## config.mk

```make
export PLATFORM = sky130hd
export DESIGN_NAME = regfile_scoreboard
export DESIGN_NICKNAME = d
export VERILOG_FILES = /design/src/rtl/regfile_scoreboard_pkg.sv /design/src/rtl/regfile_bypass_mux.sv /design/src/rtl/regfile_scoreboard.sv
export SDC_FILE = /design/constraint.sdc
export NUM_CORES = 2
export LEC_CHECK = 0
export ABC_AREA = 1
export CELL_PAD_IN_SITES_DETAIL_PLACEMENT = 1
export CELL_PAD_IN_SITES_GLOBAL_PLACEMENT = 2
export CORE_MARGIN = 2
export CORE_UTILIZATION = 32
export CTS_CLUSTER_SIZE = 28
export DETAILED_ROUTE_END_ITERATION = 10
export PLACE_DENSITY_LB_ADDON = 0.12
export SYNTH_ARGS = -nofsm -noshare
export SYNTH_HDL_FRONTEND = slang
export SYNTH_SLANG_ARGS = --single-unit
```

## constraint.sdc

```tcl
create_clock -name clk -period 24.8 [get_ports clk]
set_input_delay 3.72 -clock clk [delete_from_list [all_inputs] [get_ports clk]]
set_output_delay 3.72 -clock clk [all_outputs]
set_load 0.01 [all_outputs]
```

## src/rtl/regfile_scoreboard_pkg.sv

```systemverilog
// Shared definitions for the register file / load scoreboard slice.
//   DEF_DATA_W   : default register width in bits
//   DEF_NREGS    : default number of architectural registers
//   DEF_LINK_REG : default register written by call (link) writebacks
//   wsrc_e       : per-register write source selection
//   addr_width() : ceil(log2(n)) used to size register indices
package regfile_scoreboard_pkg;

  localparam int unsigned DEF_DATA_W   = 32;
  localparam int unsigned DEF_NREGS    = 16;
  localparam int unsigned DEF_LINK_REG = 15;

  typedef enum logic [1:0] {
    WSRC_NONE   = 2'd0,
    WSRC_PORT_A = 2'd1,
    WSRC_PORT_B = 2'd2
  } wsrc_e;

  function automatic int unsigned addr_width(input int unsigned n);
    int unsigned w;
    w = 0;
    for (int unsigned i = 0; i < 32; i++) begin
      if ((64'd1 << i) < 64'(n)) w = i + 1;
    end
    return w;
  endfunction

endpackage

```

## src/rtl/regfile_bypass_mux.sv

```systemverilog
// One forwarded read port of the register file.
//   rd_addr_i  : read address
//   stored_i   : stored register value at rd_addr_i
//   fwd_en_i   : forwarding permitted (deasserted while in reset)
//   wa_*_i     : ALU writeback (effective address already resolved)
//   wb_*_i     : load-return writeback
//   rd_data_o  : read data; index 0 always reads zero
module regfile_bypass_mux
  import regfile_scoreboard_pkg::*;
#(
  parameter int unsigned DATA_W = DEF_DATA_W,
  parameter int unsigned AW     = 4,
  parameter int unsigned BYPASS = 1
) (
  input  logic [AW-1:0]     rd_addr_i,
  input  logic [DATA_W-1:0] stored_i,
  input  logic              fwd_en_i,
  input  logic              wa_en_i,
  input  logic [AW-1:0]     wa_addr_i,
  input  logic [DATA_W-1:0] wa_data_i,
  input  logic              wb_en_i,
  input  logic [AW-1:0]     wb_addr_i,
  input  logic [DATA_W-1:0] wb_data_i,
  output logic [DATA_W-1:0] rd_data_o
);

  always_comb begin
    rd_data_o = stored_i;
    if (rd_addr_i == '0) begin
      rd_data_o = '0;
    end else if ((BYPASS != 0) && fwd_en_i) begin
      // Port A has priority, matching the write-port resolution.
      if (wa_en_i && (wa_addr_i == rd_addr_i)) begin
        rd_data_o = wa_data_i;
      end else if (wb_en_i && (wb_addr_i == rd_addr_i)) begin
        rd_data_o = wb_data_i;
      end
    end
  end

endmodule

```

## src/rtl/regfile_scoreboard.sv

```systemverilog
// Two-write / two-read register file with a pending-load scoreboard.
//   clk, reset          : clock, asynchronous active-high reset
//   rs_addr/rt_addr     : read addresses; rs_data/rt_data forwarded read data
//   wa_en/addr/data/link: ALU writeback; wa_link redirects to LINK_REG
//   wb_en/addr/data     : load-return writeback; clears the busy bit
//   iss_*               : issue request; iss_ready when no source/dest is busy
//   busy                : per-register pending-load bits
//   dbg_addr/dbg_data   : unforwarded debug read
//   wr_err              : sticky write-conflict flag
module regfile_scoreboard
  import regfile_scoreboard_pkg::*;
#(
  parameter int unsigned DATA_W   = DEF_DATA_W,
  parameter int unsigned NREGS    = DEF_NREGS,
  parameter int unsigned LINK_REG = DEF_LINK_REG,
  parameter int unsigned BYPASS   = 1,
  localparam int unsigned AW      = addr_width(NREGS)
) (
  input  logic              clk,
  input  logic              reset,
  input  logic [AW-1:0]     rs_addr,
  input  logic [AW-1:0]     rt_addr,
  output logic [DATA_W-1:0] rs_data,
  output logic [DATA_W-1:0] rt_data,
  input  logic              wa_en,
  input  logic [AW-1:0]     wa_addr,
  input  logic [DATA_W-1:0] wa_data,
  input  logic              wa_link,
  input  logic              wb_en,
  input  logic [AW-1:0]     wb_addr,
  input  logic [DATA_W-1:0] wb_data,
  input  logic              iss_valid,
  input  logic [AW-1:0]     iss_rs,
  input  logic [AW-1:0]     iss_rt,
  input  logic [AW-1:0]     iss_rd,
  input  logic              iss_load,
  output logic              iss_ready,
  output logic [NREGS-1:0]  busy,
  input  logic [AW-1:0]     dbg_addr,
  output logic [DATA_W-1:0] dbg_data,
  output logic              wr_err
);

  logic [DATA_W-1:0] regs_q [NREGS];
  logic [DATA_W-1:0] regs_d [NREGS];
  wsrc_e             wsrc   [NREGS];
  logic [NREGS-1:0]  busy_q, busy_d, busy_eff, wb_clr, iss_set;
  logic              wr_err_q, wr_err_d;

  logic [AW-1:0]     wa_addr_eff;
  logic              wa_hit_nz, wb_hit_nz;
  logic              dual_conflict, busy_conflict;

  assign wa_addr_eff = wa_link ? AW'(LINK_REG) : wa_addr;
  assign wa_hit_nz   = wa_en && (wa_addr_eff != '0);
  assign wb_hit_nz   = wb_en && (wb_addr != '0);

  // Write-port resolution: port A wins over port B; r0 is never written.
  always_comb begin
    for (int unsigned i = 0; i < NREGS; i++) begin
      wsrc[i]   = WSRC_NONE;
      regs_d[i] = regs_q[i];
      if (i != 0) begin
        if (wa_en && (wa_addr_eff == AW'(i))) begin
          wsrc[i] = WSRC_PORT_A;
        end else if (wb_en && (wb_addr == AW'(i))) begin
          wsrc[i] = WSRC_PORT_B;
        end
      end
      case (wsrc[i])
        WSRC_PORT_A: regs_d[i] = wa_data;
        WSRC_PORT_B: regs_d[i] = wb_data;
        default:     regs_d[i] = regs_q[i];
      endcase
    end
  end

  // Scoreboard: a same-cycle load return frees its register for issue;
  // bit 0 is masked so index 0 never blocks. Set-after-clear gives set priority.
  always_comb begin
    wb_clr    = wb_hit_nz ? (NREGS'(1) << wb_addr) : '0;
    busy_eff  = busy_q & ~wb_clr & ~NREGS'(1);
    iss_ready = iss_valid && !busy_eff[iss_rs] && !busy_eff[iss_rt]
                          && !busy_eff[iss_rd];
    iss_set   = (iss_ready && iss_load && (iss_rd != '0))
                ? (NREGS'(1) << iss_rd) : '0;
    busy_d    = busy_eff | iss_set;
  end

  always_comb begin
    dual_conflict = wa_hit_nz && wb_en && (wb_addr == wa_addr_eff);
    busy_conflict = wa_hit_nz && busy_q[wa_addr_eff];
    wr_err_d      = wr_err_q || dual_conflict || busy_conflict;
  end

  always_ff @(posedge clk or posedge reset) begin
    if (reset) begin
      for (int unsigned i = 0; i < NREGS; i++) regs_q[i] <= '0;
      busy_q   <= '0;
      wr_err_q <= 1'b0;
    end else begin
      for (int unsigned i = 0; i < NREGS; i++) regs_q[i] <= regs_d[i];
      busy_q   <= busy_d;
      wr_err_q <= wr_err_d;
    end
  end

  assign busy     = busy_q;
  assign wr_err   = wr_err_q;
  assign dbg_data = (dbg_addr == '0) ? '0 : regs_q[dbg_addr];

  // Forwarding is suppressed during reset so reads see the cleared file.
  regfile_bypass_mux #(
    .DATA_W (DATA_W),
    .AW     (AW),
    .BYPASS (BYPASS)
  ) u_rs_mux (
    .rd_addr_i (rs_addr),
    .stored_i  (regs_q[rs_addr]),
    .fwd_en_i  (!reset),
    .wa_en_i   (wa_en),
    .wa_addr_i (wa_addr_eff),
    .wa_data_i (wa_data),
    .wb_en_i   (wb_en),
    .wb_addr_i (wb_addr),
    .wb_data_i (wb_data),
    .rd_data_o (rs_data)
  );

  regfile_bypass_mux #(
    .DATA_W (DATA_W),
    .AW     (AW),
    .BYPASS (BYPASS)
  ) u_rt_mux (
    .rd_addr_i (rt_addr),
    .stored_i  (regs_q[rt_addr]),
    .fwd_en_i  (!reset),
    .wa_en_i   (wa_en),
    .wa_addr_i (wa_addr_eff),
    .wa_data_i (wa_data),
    .wb_en_i   (wb_en),
    .wb_addr_i (wb_addr),
    .wb_data_i (wb_data),
    .rd_data_o (rt_data)
  );

endmodule

```

# Yosys cells after proc, flatten, opt, wreduce, memory -nomap -nowiden
# Index checks and enable logic that the tools add are counted.
[totals]
input_bits = 103
reg_bits = 497
out_inout_bits = 114
elab_cells = 241
[op_classes]
n_reduce_logical = 70
mux = 74
shift = 2
eq_ne = 65
n_bitwise = 6
n_lt_le_gt_ge = 7
[ops]
columns = ["operator", "count"]
rows = [
  ["case mux 32 bit (2 select lines)", 15],
  ["2-to-1 mux 32 bit", 15],
  ["binary-select mux 32 bit (select 4 bit)", 3],
  ["equality test 4 bit, second input constant", 16],
  ["2-to-1 mux 2 bit", 30],
  ["logical AND 1 bit", 44],
  ["equality test 4 x 3 -> 1 bit, second input constant", 8],
  ["2-to-1 mux 16 bit", 2],
  ["<< shifter 1 x 4 -> 16 bit, first input constant", 2],
  ["equality test 2 x 1 -> 1 bit, second input constant", 15],
  ["equality test 2 bit, second input constant", 15],
  ["nonzero test 2 bit", 15],
  ["equality test 4 bit", 5],
  ["< comparator 4 x 5 -> 1 bit, second input constant", 4],
  ["AND 16 bit", 1],
  ["binary-select mux 1 bit (select 4 bit)", 4],
  ["equality test 4 x 2 -> 1 bit, second input constant", 4],
  ["inverter 16 bit", 1],
  ["OR 16 bit", 1],
  ["greater-or-equal comparator 5 bit, second input constant", 3],
  ["inverter 4 -> 5 bit", 3],
  ["logical NOT 4 bit", 3],
  ["nonzero test 4 bit", 3],
  ["equality test 4 x 1 -> 1 bit, second input constant", 2],
  ["4 further kinds", 10],
]

# Logic depth before layout (Yosys ltp)
[logic_depth]
ltp_word = 15
mapped_depth = 16
ltp_nobuf = 14

# Hierarchy
# Synthesis repeated with hierarchy kept, for this count alone.
[hier_totals]
hier_cells = 5563
hier_area_um2 = 36714.0
[modules_own_cells]
columns = ["mod", "cells_per_inst", "seq_area_each_um2", "area_per_inst_um2", "instances"]
rows = [
  ["regfile_scoreboard", 4927, 12436.9, 34083.9, 1],
  ["regfile_bypass_mux", 318, 0.0, 1315.0, 2],
]

# Worst setup path after synthesis
# Ideal clock, no wire load.
[synth_timing]
kind = "input port to output port"
start = "input port reset"
end = "output port rs_data[0]"
stages = 4
slack_ns = 1.285
required_time_ns = 21.080
t_arrival_ns = 19.795
path_cell_list = "clkinv_1 > clkbuf_1 > o211ai_1 > a21oi_1"
[synth_between]
elab_chain_len = 2
[synth_lines]
columns = ["element", "line", "rtl"]
rows = [
  ["start: declaration", "regfile_scoreboard.sv:20", "input logic reset,"],
  ["2-to-1 mux 32 bit", "regfile_bypass_mux.sv:31", "end else if ((BYPASS != 0) && fwd_en_i) begin"],
  ["2-to-1 mux 32 bit", "regfile_bypass_mux.sv:29", "if (rd_addr_i == '0) begin"],
  ["end: declaration", "regfile_scoreboard.sv:23", "output logic [DATA_W-1:0] rs_data,"],
]
# Every way passes these cells.

# Worst setup path in the final report
[layout_timing]
start = "input port rt_addr[1]"
end = "output port rt_data[6]"
[layout_between]
elab_chain_len = 8
elab_cells_between_ends = 13
cone_classes = "2 x eq/ne; 7 x mux; 1 x bitwise; 3 x reduce/logical"
[layout_lines]
columns = ["element", "line", "rtl"]
rows = [
  ["start: declaration", "regfile_scoreboard.sv:22", "input logic [AW-1:0] rt_addr,"],
  ["inverter 4 -> 5 bit (not written as such)", "regfile_scoreboard.sv:136", ".stored_i (regs_q[rt_addr]),"],
  ["binary-select mux 32 bit (select 4 bit)", "regfile_scoreboard.sv:136", ""],
  ["2-to-1 mux 32 bit (not written as such) (2 in series)", "regfile_scoreboard.sv:136", ""],
  ["2-to-1 mux 32 bit", "regfile_bypass_mux.sv:35", "end else if (wb_en_i && (wb_addr_i == rd_addr_i)) begin"],
  ["2-to-1 mux 32 bit", "regfile_bypass_mux.sv:33", "if (wa_en_i && (wa_addr_i == rd_addr_i)) begin"],
  ["2-to-1 mux 32 bit", "regfile_bypass_mux.sv:31", ""],
  ["2-to-1 mux 32 bit *", "regfile_bypass_mux.sv:29", ""],
  ["end: declaration", "regfile_scoreboard.sv:24", "output logic [DATA_W-1:0] rt_data,"],
]
# Every way passes the cells marked *; elsewhere a longest branch is shown, timed or not. The select of a mux whose other input is x is not followed.

==> metrics.cfg <==
[die]
ioPinCount = 217
core_area_um2 = 109000
die_w_um = 335
die-height_um = 335
die_area_um2 = 112000
start_util = 0.322
num_rows = 121

[synth]
synthDistinctLibCells = 39
synth_nets = 4963
ys_warn_count = 0
syn-cell-area_um2 = 35100
syn-mean-instance-area_um2 = 7.22
synth_seq_cells = 497
yosysTopAreaCellShare = 0.355
seq_area_frac_synth = 0.355
syn_inst = 4860
synthTopCellsByArea = dfrtp_1 35%, o221ai_1 16%, nand2_1 11%
synth_edf_count = 0
async_reset_ff_frac = 1.00
synthFlopType = dfrtp_1
synth.largest_area_cell = dfrtp_1

[route]
num_vias = 42000
routedWlPerCell_um = 37.0
drtAntennaViolNets = 0
routed_wl_um = 230000
avgViaCountPerCell = 6.75
drt_iter0_drc = 6025
drc = 0
first_pass_iters = 6

[timing]
setup_violations = 0
slew_headroom = 0.181
tightestPinTransition_ns = 1.22
timing_hold_violations_final = 0
rsz0062_at_grt = false
fmax_mhz = 80.9
maxSlewViolCount = 0
period_needed_ns = 12.37
fin_crit_sh = 0.499
final.setup.tns_ns = 0
skew_ns = 0.00709

[worst_setup_path]
crit_buf_inv = 5
r2r_start = busy[6]
cp_top_family = buffers and inverters
required_ns = 21.08
critPathMaxStageDelay_ns = 0.90
crit_path_end = rt_data[6]
path_class = input port to primary output
crit_cells = 11
crit_fanout = 57
path_cells = buf_4, clkinv_2, xor2_1, a211oi_1, nand2_2, buf_4, a21oi_1, inv_2, o21ai_0, a21oi_1, clkdlybuf4s50_1
startpoint = rt_addr[1]
rr_worst_depth = 9
slowest_stage = clkinv_2
worstPathArrival_ns = 8.65
rr_endpoint = busy[1]
worstSetupEndpointType = primary output
cp-start-kind = input port
rrSetupSlack_ns = 22.52

[grt]
grt_antenna_before_repair = 7
grt_pass1_wl_um = 322000
grt_overflow = 0
grt_max_degree = 143
first_global_vias = 40900
met3_usage = 0.0953
groute.usage.overall = 0.400
use_met1 = 0.550
top_usage_layer = met2
grtUsageMet2 = 0.590

[clocking]
cts_setup_buffers = 0
cts_resized = 0
cts_tree = done
cts.path.max_buffers = 3
cts_hold_buffers = 0
path_clk_slew_ns = 0.06
clk-insertion-delay-late_ns = 0.65
cts.sinks = 497
h-tree-depth = 3
cts_root_buffer = clkbuf_16
cts_made_buffers = 69

[placed_design]
place_congestion = 0.875
io_buffers = 216
place_inst = 6096
dp_hpwl_um = 130000

[job]
maxCapViolCount = 0

[worst_hold_path]
hold_path_depth = 2
min_path_type = flop to flop

[run_status]
outcome = finished, final reports clean

[cells_and_area]
fin_cells = 6221
layout_common_cells = 990 x nand2_1, 642 x o221ai_1, 570 x o21ai_0
layout-drive-gt1-share = 0.0726
nets = 4856
mostFrequentLayoutCell = nand2_1
fin_util = 0.372
syn_to_final_growth_pct = 15.3

[power]
cellPowerDensity_nw_per_um2 = 78.6
p_leak_uw = 0.0165
peakVddDrop_mv = 0.0446

## worst min-delay path, cell delays in order (launching register included)
cell and delay [ns]:
dfrtp_1 0.34, nand2_1 0.05, nand3_1 0.05
## where the power goes
part / internal (uW) / switching, uW
combinational: 335 / 643
clock: 625 / 441
sequential: 1010 / 124
## kinds of logic (layout without fill, tap and decap cells)
| kind of cell | after synthesis | after routing | synth area share |
|---|---|---|---|
| AOI/OAI and AO/OA | 2002 | 2002 | 0.380 |
| xor gates and xnor gates | 6 | 6 | 0.00150 |
| buffers and inverters | 1076 | 1020 | 0.118 |
| DFF | 497 | 497 | 0.355 |
| other | 1 | 4 | 0.000107 |
| and+or+nand+nor | 1278 | 1278 | 0.146 |
## state kept, by name, indices dropped and copies added, names as in the netlist
name and count:
busy 16, regs_q 480, wr_err 1
## cells in the mapped netlist (11+ instances only)
cell type / n
nand2_1: 1001
o221ai_1: 642
o21ai_0: 570
inv_1: 545
dfrtp_1: 497
a21oi_1: 467
clkbuf_1: 403
o211ai_1: 144
nand3_1: 130
nor2_1: 110
buf_1: 56
a22oi_1: 51
buf_2: 49
o22ai_1: 44
o2111ai_1: 20
a221oi_1: 15
a31oi_1: 15
a211oi_1: 14
inv_2: 11
## routing by layer
layer  wire (um)  share of wire
met1       95800           0.42
met2       96500           0.42
met5          25        0.00011
met4       12700          0.055
met3       25200           0.11
## cell type report
| cell class | count | area, um2 |
|---|---|---|
| Antenna cell | 3 | 7.51 |
| Clock buffer | 100 | 2050 |
| Clock inverter | 22 | 260 |
| Fill cell | 13200 | 68400 |
| Inverter | 562 | 2120 |
| Multi-Input combinational cell | 3287 | 18700 |
| Sequential cell | 497 | 12400 |
| Tap cell | 1414 | 1770 |
| Timing Repair Buffer | 336 | 3070 |
## metrics by stage
stage / worst slack [ns] / hold WS, ns / cell area (um2) / power [uW]
after floorplan: 1.13 / 0.452 / 35100 / 1700
after global placement: 12.74 / 0.463 / 38100 / 2080
after CTS: 12.63 / 0.483 / 40400 / 3160
after global routing: 12.45 / 0.504 / 40400 / 3310
after detailed placement: 12.64 / 0.469 / 38100 / 2090
final: 12.43 / 0.479 / 40500 / 3180
## worst min path at each step
stage | start | end
2_1_floorplan | regs_q[224] | regs_q[224]
3_3_place_gp | regs_q[229] | regs_q[229]
3_5_place_dp | regs_q[229] | regs_q[229]
4_1_cts | regs_q[235] | regs_q[235]
5_1_grt | regs_q[235] | regs_q[235]
6_report | regs_q[235] | regs_q[235]
Note: power is estimated with default switching activity, not from simulation.
